$ cat src/rtl/ds2411_pkg.sv
// Shared constants for the DS2411 read arbiter: status codes, CRC polynomial,
// FSM encodings and a bit-reverse helper for the family byte.
package ds2411_pkg;

  typedef enum logic [1:0] {
    ST_OK      = 2'd0,
    ST_NODEV   = 2'd1,
    ST_CRC     = 2'd2,
    ST_TIMEOUT = 2'd3
  } status_e;

  localparam logic [7:0] CRC_POLY      = 8'h8C;
  localparam logic [7:0] FAMILY_DS2411 = 8'h01;

  localparam logic [2:0] S_IDLE    = 3'd0;
  localparam logic [2:0] S_SETTLE  = 3'd1;
  localparam logic [2:0] S_LAUNCH  = 3'd2;
  localparam logic [2:0] S_RUN     = 3'd3;
  localparam logic [2:0] S_CRC     = 3'd4;
  localparam logic [2:0] S_RECOVER = 3'd5;
  localparam logic [2:0] S_BACKOFF = 3'd6;
  localparam logic [2:0] S_RESPOND = 3'd7;

  function automatic logic [7:0] rev8(input logic [7:0] b);
    logic [7:0] r;
    for (int i = 0; i < 8; i++) r[i] = b[7-i];
    return r;
  endfunction

endpackage

$ cat src/rtl/ds_crc8_serial.sv
// Bit-serial Dallas/Maxim CRC-8 (x^8+x^5+x^4+1, reflected), one bit per enabled clock.
module ds_crc8_serial
  import ds2411_pkg::*;
(
  input  logic       clk,
  input  logic       reset,
  input  logic       i_clr,
  input  logic       i_en,
  input  logic       i_bit,
  output logic [7:0] o_crc
);

  logic [7:0] r_crc;
  logic       w_fb;

  assign w_fb  = r_crc[0] ^ i_bit;
  assign o_crc = r_crc;

  always_ff @(posedge clk) begin
    if (reset || i_clr) begin
      r_crc <= 8'h00;
    end else if (i_en) begin
      r_crc <= (r_crc >> 1) ^ (w_fb ? CRC_POLY : 8'h00);
    end
  end

endmodule

$ cat src/rtl/ds2411_read_arbiter.sv
// Round-robin arbiter sharing one DS2411 ROM reader between NREQ requesters,
// with reader handshake sequencing, CRC/family check, retries and timeout.
//
// state     | meaning
// ----------+------------------------------------------------------------
// IDLE      | waiting for any request; grants round-robin
// SETTLE    | bus mux settling after bus_sel change
// LAUNCH    | rd_go held high until the reader reports working
// RUN       | reader busy; waiting for working to fall with done/error
// CRC       | shifting captured ROM through the serial CRC, MSB first
// RECOVER   | after a timeout, waiting for the reader to go idle
// BACKOFF   | bus recovery delay before the next attempt
// RESPOND   | one cycle to drive ack/serial/status and advance the pointer
module ds2411_read_arbiter
  import ds2411_pkg::*;
#(
  parameter int unsigned NREQ         = 3,
  parameter int unsigned MAX_RETRY    = 2,
  parameter int unsigned TIMEOUT_CYC  = 2000000,
  parameter bit          CHECK_FAMILY = 1'b1,
  parameter logic [7:0]  FAMILY_CODE  = FAMILY_DS2411,
  parameter int unsigned SETTLE_CYC   = 16,
  parameter int unsigned BACKOFF_CYC  = 100000,
  localparam int unsigned SEL_W       = $clog2(NREQ)
)(
  input  logic             clk,
  input  logic             reset,
  input  logic [NREQ-1:0]  i_req,
  output logic [NREQ-1:0]  o_ack,
  output logic [63:0]      o_serial,
  output logic [1:0]       o_status,
  output logic [SEL_W-1:0] o_bus_sel,
  output logic             o_rd_go,
  input  logic             i_rd_working,
  input  logic             i_rd_done,
  input  logic             i_rd_error,
  input  logic [63:0]      i_rd_result,
  output logic             o_busy
);

  localparam logic [31:0]     TMR_SETTLE  = 32'(SETTLE_CYC - 1);
  localparam logic [31:0]     TMR_TIMEOUT = 32'(TIMEOUT_CYC - 1);
  localparam logic [31:0]     TMR_BACKOFF = 32'(BACKOFF_CYC - 1);
  localparam logic [31:0]     TMR_CRC     = 32'd64;
  localparam logic [2:0]      RETRY_MAX   = 3'(MAX_RETRY);
  localparam logic [NREQ-1:0] ACK_ONE     = NREQ'(1);
  localparam logic [SEL_W-1:0] SEL_LAST   = SEL_W'(NREQ - 1);

  logic [2:0]       r_state;
  logic [SEL_W-1:0] r_ptr;
  logic [SEL_W-1:0] r_bus_sel;
  logic [2:0]       r_retry;
  logic [31:0]      r_tmr;
  logic [63:0]      r_word;
  logic [63:0]      r_shift;
  status_e          r_status;
  logic [NREQ-1:0]  r_ack;
  logic [63:0]      r_serial;
  logic [1:0]       r_status_out;
  logic             r_busy;

  logic [SEL_W-1:0] w_grant_hi;
  logic [SEL_W-1:0] w_grant_lo;
  logic             w_hi_vld;
  logic [SEL_W-1:0] w_grant;
  logic             w_tmr_zero;
  logic             w_run_end;
  logic             w_timeout;
  logic             w_fail_nodev;
  logic             w_fail_crc;
  logic             w_fail_tmo;
  logic             w_fail;
  status_e          w_fail_code;
  logic             w_crc_en;
  logic             w_crc_clr;
  logic [7:0]       w_crc;
  logic             w_crc_ok;

  // Lowest requester at or after the pointer, else lowest overall (wrap).
  always_comb begin
    w_grant_hi = '0;
    w_grant_lo = '0;
    w_hi_vld   = 1'b0;
    for (int k = int'(NREQ) - 1; k >= 0; k--) begin
      if (i_req[k]) begin
        w_grant_lo = SEL_W'(k);
        if (SEL_W'(k) >= r_ptr) begin
          w_grant_hi = SEL_W'(k);
          w_hi_vld   = 1'b1;
        end
      end
    end
    w_grant = w_hi_vld ? w_grant_hi : w_grant_lo;
  end

  assign w_tmr_zero   = (r_tmr == 32'd0);
  assign w_run_end    = !i_rd_working && (i_rd_done || i_rd_error);
  assign w_timeout    = w_tmr_zero &&
                        (((r_state == S_LAUNCH) && !i_rd_working) ||
                         ((r_state == S_RUN) && !w_run_end));
  assign w_fail_nodev = (r_state == S_RUN) && w_run_end && !i_rd_done;
  assign w_fail_crc   = (r_state == S_CRC) && w_tmr_zero && !w_crc_ok;
  assign w_fail_tmo   = (r_state == S_RECOVER) && !i_rd_working;
  assign w_fail       = w_fail_nodev || w_fail_crc || w_fail_tmo;
  assign w_fail_code  = w_fail_nodev ? ST_NODEV : (w_fail_crc ? ST_CRC : ST_TIMEOUT);

  assign w_crc_clr = (r_state != S_CRC);
  assign w_crc_en  = (r_state == S_CRC) && !w_tmr_zero;
  assign w_crc_ok  = (w_crc == 8'h00) &&
                     (!CHECK_FAMILY || (rev8(r_word[63:56]) == FAMILY_CODE));

  ds_crc8_serial u_crc (
    .clk   (clk),
    .reset (reset),
    .i_clr (w_crc_clr),
    .i_en  (w_crc_en),
    .i_bit (r_shift[63]),
    .o_crc (w_crc)
  );

  always_ff @(posedge clk) begin
    if (reset) begin
      r_state      <= S_IDLE;
      r_ptr        <= '0;
      r_bus_sel    <= '0;
      r_retry      <= '0;
      r_tmr        <= '0;
      r_word       <= '0;
      r_shift      <= '0;
      r_status     <= ST_OK;
      r_ack        <= '0;
      r_serial     <= '0;
      r_status_out <= '0;
      r_busy       <= 1'b0;
    end else begin
      r_ack <= '0;
      case (r_state)
        S_IDLE: begin
          if (|i_req) begin
            r_bus_sel <= w_grant;
            r_busy    <= 1'b1;
            r_retry   <= '0;
            r_tmr     <= TMR_SETTLE;
            r_state   <= S_SETTLE;
          end
        end
        S_SETTLE, S_BACKOFF: begin
          if (w_tmr_zero) begin
            r_tmr   <= TMR_TIMEOUT;
            r_state <= S_LAUNCH;
          end else begin
            r_tmr <= r_tmr - 32'd1;
          end
        end
        S_LAUNCH: begin
          if (!w_tmr_zero) r_tmr <= r_tmr - 32'd1;
          if (i_rd_working)   r_state <= S_RUN;
          else if (w_timeout) r_state <= S_RECOVER;
        end
        S_RUN: begin
          if (!w_tmr_zero) r_tmr <= r_tmr - 32'd1;
          if (w_run_end && i_rd_done) begin
            r_word  <= i_rd_result;
            r_shift <= i_rd_result;
            r_tmr   <= TMR_CRC;
            r_state <= S_CRC;
          end else if (w_timeout) begin
            r_state <= S_RECOVER;
          end
        end
        S_CRC: begin
          if (!w_tmr_zero) begin
            r_shift <= {r_shift[62:0], 1'b0};
            r_tmr   <= r_tmr - 32'd1;
          end else if (w_crc_ok) begin
            r_status <= ST_OK;
            r_state  <= S_RESPOND;
          end
        end
        S_RESPOND: begin
          r_ack        <= ACK_ONE << r_bus_sel;
          r_serial     <= ((r_status == ST_OK) || (r_status == ST_CRC)) ? r_word : 64'd0;
          r_status_out <= r_status;
          r_busy       <= 1'b0;
          r_ptr        <= (r_bus_sel == SEL_LAST) ? '0 : r_bus_sel + SEL_W'(1);
          r_state      <= S_IDLE;
        end
        default: r_state <= S_IDLE;
      endcase

      // Every failure path funnels here so retry accounting lives in one place.
      if (w_fail) begin
        r_status <= w_fail_code;
        if (r_retry < RETRY_MAX) begin
          r_retry <= r_retry + 3'd1;
          r_tmr   <= TMR_BACKOFF;
          r_state <= S_BACKOFF;
        end else begin
          r_state <= S_RESPOND;
        end
      end
    end
  end

  assign o_ack     = r_ack;
  assign o_serial  = r_serial;
  assign o_status  = r_status_out;
  assign o_bus_sel = r_bus_sel;
  assign o_rd_go   = (r_state == S_LAUNCH);
  assign o_busy    = r_busy;

endmodule

$ cat config.mk
export PLATFORM = sky130hd
export DESIGN_NAME = ds2411_read_arbiter
export DESIGN_NICKNAME = d
export VERILOG_FILES = /design/src/rtl/ds2411_pkg.sv /design/src/rtl/ds_crc8_serial.sv /design/src/rtl/ds2411_read_arbiter.sv
export SDC_FILE = /design/constraint.sdc
export NUM_CORES = 1
export LEC_CHECK = 0
export CORE_ASPECT_RATIO = 1.1
export CORE_MARGIN = 10
export CORE_UTILIZATION = 50
export CTS_CLUSTER_DIAMETER = 100
export CTS_CLUSTER_SIZE = 16
export DETAILED_ROUTE_END_ITERATION = 10
export PLACE_DENSITY = 0.79
export SYNTH_ARGS = -nofsm -noshare
export SYNTH_HDL_FRONTEND = slang
export SYNTH_HIERARCHICAL = 1
export SYNTH_SLANG_ARGS = --single-unit
$ cat constraint.sdc
create_clock -name clk -period 2.4 [get_ports clk]
set_clock_uncertainty 0.2 [all_clocks]
set_input_delay 0.48 -clock clk [delete_from_list [all_inputs] [get_ports clk]]
set_output_delay 0.48 -clock clk [all_outputs]
set_load 0.02 [all_outputs]
Yosys cells after proc, flatten, opt, wreduce, memory -nomap -nowiden
Index checks and enable logic that the tools add are counted.

storage, ports and cells
  bits in registers = 250
  word-level logic and storage cells = 135
  input bits = 72

cells by class
  mux-type cells = 51
  equality and inequality tests = 18
  bitwise operators = 3
  order comparisons = 4
  reduce and logical (&&, ||, !) cells = 42
  $add $sub $neg = 3
  shift operators = 1

operators with widths
  operator                                                                count
  32-bit 2-to-1 mux                                                       6
  64-bit 2-to-1 mux                                                       3
  32-bit case mux with 4 select lines                                     1
  64-bit case mux with 2 select lines                                     1
  3-bit 2-to-1 mux                                                        12
  32-bit zero test                                                        1
  2-bit 2-to-1 mux                                                        16
  32-bit by 1-bit subtractor with 32-bit output (second input constant)   1
  3-bit != test (second input constant)                                   5
  3-bit case mux with 5 select lines                                      1
  3-bit equality test (second input constant)                             4
  1-bit logical AND                                                       12
  2-bit nonzero test                                                      5
  1-bit 2-to-1 mux                                                        9
  8-bit by 1-bit equality test with 1-bit output (second input constant)  1
  8-bit zero test                                                         1
  8-bit 2-to-1 mux                                                        1
  7-bit by 8-bit XOR with 8-bit output                                    1
  3-bit by 2-bit equality test with 1-bit output (second input constant)  2
  1-bit logical OR                                                        6
  2-bit AND reduction                                                     3
  3-bit AND reduction                                                     2
  2-bit OR reduction                                                      3
  1-bit zero test                                                         5
  17 further kinds                                                        20

Longest topological paths before layout
  word-level depth = 10
  gate-level depth with buffers = 12
  depth with buffers taken out = 11

Modules after synthesis
Netlist, hierarchy kept.

by module, submodules not included
  module               sequential area each (µm²)  times used  area each (µm²)  cells each
  ds2411_read_arbiter  4844.6                      1           10238.6          1178
  ds_crc8_serial       160.2                       1           345.3            34

Worst setup path after synthesis
Ideal clock, no wire load.

  kind = register to register
  start point = reg r_tmr[0]
  end point = reg r_tmr[0]
  setup time = 132 ps
  path slack = -80 ps
  clock period less this slack = 2480 ps
  buffers on the path = 1
  required time = 2068 ps
  stages on the path, launching flop included = 13
  arrival time = 2148 ps
  path through = dfxtp_1 inv_1 ha_1 nor4b_2 nand4_4 nor3_4 inv_2 buf_2 ha_1 nand2_1 o221ai_1 o21ai_0 a21oi_1

between the ends
  word-level cells in the longest chain between the ends = 6
  elaborated cells between the ends (all ways) = 13
  classes of those cells = add/sub: 1; mux: 7; reduce/logical: 5

RTL lines
  what                                                                               line                                                    text
  start, declared                                                                    ds2411_read_arbiter.sv:53                               logic [31:0] r_tmr;
  start signal, assigned                                                             ds2411_read_arbiter.sv:152                              r_tmr <= r_tmr - 32'd1;
  start signal, assigned                                                             ds2411_read_arbiter.sv:156                              if (!w_tmr_zero) r_tmr <= r_tmr - 32'd1;
  start signal, assigned                                                             ds2411_read_arbiter.sv:161                              if (!w_tmr_zero) r_tmr <= r_tmr - 32'd1;
  32-bit by 1-bit subtractor with 32-bit output or 32-bit zero test (tied branches)  -
  32-bit 2-to-1 mux or 1-bit logical AND (tied branches)                             -
  32-bit 2-to-1 mux or 1-bit logical AND (tied branches)                             ds2411_read_arbiter.sv:162, ds2411_read_arbiter.sv:102
  32-bit case mux with 4 select lines or 1-bit logical OR (tied branches)            ds2411_read_arbiter.sv:137, ds2411_read_arbiter.sv:104
  32-bit 2-to-1 mux or 1-bit logical OR (tied branches)                              ds2411_read_arbiter.sv:194, ds2411_read_arbiter.sv:104
  32-bit 2-to-1 mux *                                                                ds2411_read_arbiter.sv:192                              if (w_fail) begin

Mark *: on every way between the ends. The rest lies on a longest branch, timed or not.
A chain may end at the register's enable or synchronous reset.

Final worst setup path
  start point = reg r_tmr[1]
  end point = reg r_shift[19]

between the ends
  word-level cells in the longest chain between the ends = 3

RTL lines
  what                                  line                        text
  32-bit zero test                      ds2411_read_arbiter.sv:96   assign w_tmr_zero = (r_tmr == 32'd0);
  2-bit != test (no source line)        -
  3-bit AND reduction (no source line)  -
  end signal, assigned                  ds2411_read_arbiter.sv:164  r_shift <= i_rd_result;
  end signal, assigned                  ds2411_read_arbiter.sv:173  r_shift <= {r_shift[62:0], 1'b0};
  end, declared                         ds2411_read_arbiter.sv:55   logic [63:0] r_shift;

Every way passes these cells.

==> summary.md <==
| Metric | Value |
|---|---|
| Run status | `finished, violations left` |
| Failing checks | `negative setup slack` |
| First-pass GRT wire length | `46.2 mm` |
| Fin crit share | `1.01` |
| Final GP Congestion | `just under 0.9` |
| Clock tree from TritonCTS | `yes` |
| Synth Instances | `approximately 1200` |
| Type of the tightest min-delay check | `primary input to flop` |
| Slew margin rel. | `0.590` |
| WP data arrival | `between 2000 and 3000 ps` |
| Root buf cell | `clkbuf_16` |
| CP Data Required Time | `between 2000 and 3000 ps` |
| PD cells | `between 1000 and 1500 nW/um^2` |
| Post-synth top flop | `dfxtp_1` |
| Peak VDD IR | `roughly 0.68 mV` |
| Crit-path slowest cell | `dfxtp_2` |
| Vias in the first global route | `9148` |
| Starting Density | `0.511` |
| Post-synthesis area per instance | `8.73 sq um` |
| I/O Buffers | `144` |
| Clock transition at the registers of the reported paths | `about 70 ps` |
| Syn nets | `around 1300` |
| Final net count | `roughly 1500` |
| Initial antenna violation count | `0` |
| Core region area | `20700 sq um` |
| Multi-input gate area | `5390 sq um` |
| Final Non-Filler Cells | `around 1700` |
| Fin. max-slew vios | `0` |
| Fillers | `1621` |
| # setup viols final | `4` |
| Setup Crit Path Kind | `flop to flop` |
| IO Count | `145` |
| Worst Slack Setup Final | `-21.9 ps` |
| TritonCTS buffer count | `19` |
| Fin crit period | `between 2000 and 2500 ps` |
| Final Core Density | `0.672` |
| Register Area | `approximately 5000 sq um` |
| Async SR Flop Fraction | `0` |
| Die area | `approximately 27000 sq um` |
| Routed Wire Length | `just under 30 mm` |
| GRT overflow | `0` |
| Vias per cell | `approximately 5.8` |
| Worst-margin pin slew | `between 600 and 700 ps` |
| Max_cap viols | `0` |
| Count of different cell masters after synthesis | `77` |
| Most frequent cells in the layout | `279 x nand2_1, 247 x dfxtp_1, 142 x clkdlybuf4s50_1` |
| Synth Warn # | `6` |
| Peak Freq | `just over 400 MHz` |
| Sequential area share after synthesis | `0.473` |
| Crit start category | `flop` |
| RSZ-0062 raised after global routing | `true` |
| Register bit total from synthesis | `250` |
| DR pass1 iterations | `8` |
| Share of layout cells above drive strength 1 | `0.194` |
| Cell chain of the critical path | `inv_2 -> ha_4 -> nor4b_4 -> nand4_4 -> nor3_4 -> buf_6 -> o21ai_4 -> buf_12 -> nor2_1 -> a311oi_2` |
| # H-tree levels | `1` |
| Initial DRC count | `646` |
| Largest net degree at the start of global routing | `70` |
| Post-CTS Hold Buffers | `0` |
| Worst hold margin | `106 ps` |
| Diode count | `0` |
| Commonest non-fill, non-tap cell in the layout | `nand2_1` |
| Final HPWL DP | `19.4 mm` |
| Inst Count DP | `~1700` |
| Clock sinks | `between 200 and 300` |
| Die height | `between 150 and 200 um` |
| Critical Path End Type | `flop` |
| Row count | `55` |
| Post-synth EDFFs | `0` |
| Post-synthesis cell area | `approximately 11000 sq um` |
| Clk_lat worst skew | `500 ps` |
| WL/cell | `around 17 um` |
| Hold Vio Cnt, Final | `0` |
| All-Layer GR Usage | `0.192` |
| Die X | `around 160 um` |
| Max stage delay on crit path | `~330 ps` |
| Leak | `4.95 nW` |
| Vias post-DR | `9723` |
| CTS Buffer Depth | `3` |
| Routed Antenna Nets | `0` |
| Setup TNS | `-68.5 ps` |
| DRC | `0` |
| Area grow syn2layout | `31.5%` |
| Crit Path Max Fanout | `16` |
| Pre-CTS WS | `-132 ps` |
-- worst max-delay path: cells and delay by family (launching register included) --
| kind | cells | cell delay (ps) |
|---|---|---|
| AND/OR/NAND/NOR | 4 | 930 |
| adder cells (fa/ha/maj) | 1 | 140 |
| flip-flops | 1 | 330 |
| buffers and inverters | 3 | 460 |
| AO/OA/AOI/OAI | 2 | 210 |
-- metrics by stage --
stage	total power, mW	cell area (sq um)
finish	16.6	13900
global route	17.5	13900
CTS	15.4	13500
detailed placement	12.4	13000
global placement	12.2	13000
floorplan	9.82	10600
-- what timing repair did --
item / in CTS / in global routing
endpoints found under the setup margin: 17 / 86
resized for setup: 6 / 77
pin swaps: 1 / 10
setup buffers: 4 / 10
gates cloned: 0 / 3
-- metal layers --
layer	share of wire	track usage	up-vias
met2	0.48	0.318	275
li1	-	-	4701
met3	0.055	0.0349	29
met1	0.45	0.254	4718
met4	0.012	0.0398	0
met5	0	0	-
-- area by class of cell --
| class | count | area share |
|---|---|---|
| Sequential cell | 250 | 0.360 |
| Inverter | 16 | 0.00432 |
| Timing Repair Buffer | 263 | 0.187 |
| Clock inverter | 2 | 0.00126 |
| Clock buffer | 19 | 0.0342 |
| Multi-Input combinational cell | 854 | 0.388 |
| Tap cell | 285 | 0.0256 |
-- logic make-up (layout without fill, tap and decap cells) --
logic type               count (synthesis)  after routing  synth area share
AND/OR/NAND/NOR                        502            502             0.217
adder cells (fa/ha/maj)                  4              4           0.00473
XOR/XNOR                                 4              4           0.00331
multiplexers                             9              9           0.00863
AO/OA/AOI/OAI                          334            335             0.248
flip-flops                             250            250             0.473
buffers and inverters                  109            300            0.0453
-- flip-flops by register name (all words and copies together), names as in the netlist --
register and flops:
o_ack 3, o_bus_sel 2, o_busy 1, o_serial 64, o_status 2, r_ptr 2, r_retry 3, r_shift 64
r_state 3, r_status 2, r_tmr 32, r_word 64, u_crc/o_crc 8
-- final timing paths --
| path | startpoint | to | slack [ps] | cells after the start |
|---|---|---|---|---|
| worst max-delay path | r_tmr[1]$_SDFF_PP0_ | r_shift[19]$_SDFFE_PP0P_ | -20 | 10 |
| worst min-delay path | reset | o_bus_sel[0]$_SDFFE_PP0P_ | 110 | 2 |
| worst max register to register | r_tmr[1]$_SDFF_PP0_ | r_shift[19]$_SDFFE_PP0P_ | -20 | 10 |
| worst min register to register | r_word[0]$_SDFFE_PP0P_ | r_word[0]$_SDFFE_PP0P_ | 260 | 2 |
-- synthesized netlist by cell type (all sizes together) (4+ instances only) --
library cell    n  area [sq um]
a22o           65           569
buf            31           186
inv            16          60.1
clkbuf         62           233
nor3           30           176
o22ai           8          50.1
a21oi         117           586
dfxtp         250          5000
o21ai          20           104
nor4           15           160
o21a            4          30.0
nand3b          5          37.5
a31oi           8          50.1
a311oi         68           846
nor3b           7          57.6
a2bb2oi         5          43.8
nand3          12          60.1
nand2         281          1060
nand4          11          83.8
or2             4          25.0
a211oi          7          57.6
a21boi          4          30.0
mux2i           8          80.1
ha              4          50.1
nor2          110           418
nor4b           5          56.3
nor2b           4          25.0
-- where the power goes --
group / total, mW / switching [mW] / internal, mW
registers: 5.26 / 0.511 / 4.75
logic: 8.51 / 4.60 / 3.91
clock network: 2.85 / 1.43 / 1.42
Power figures use the tool's default switching activity.
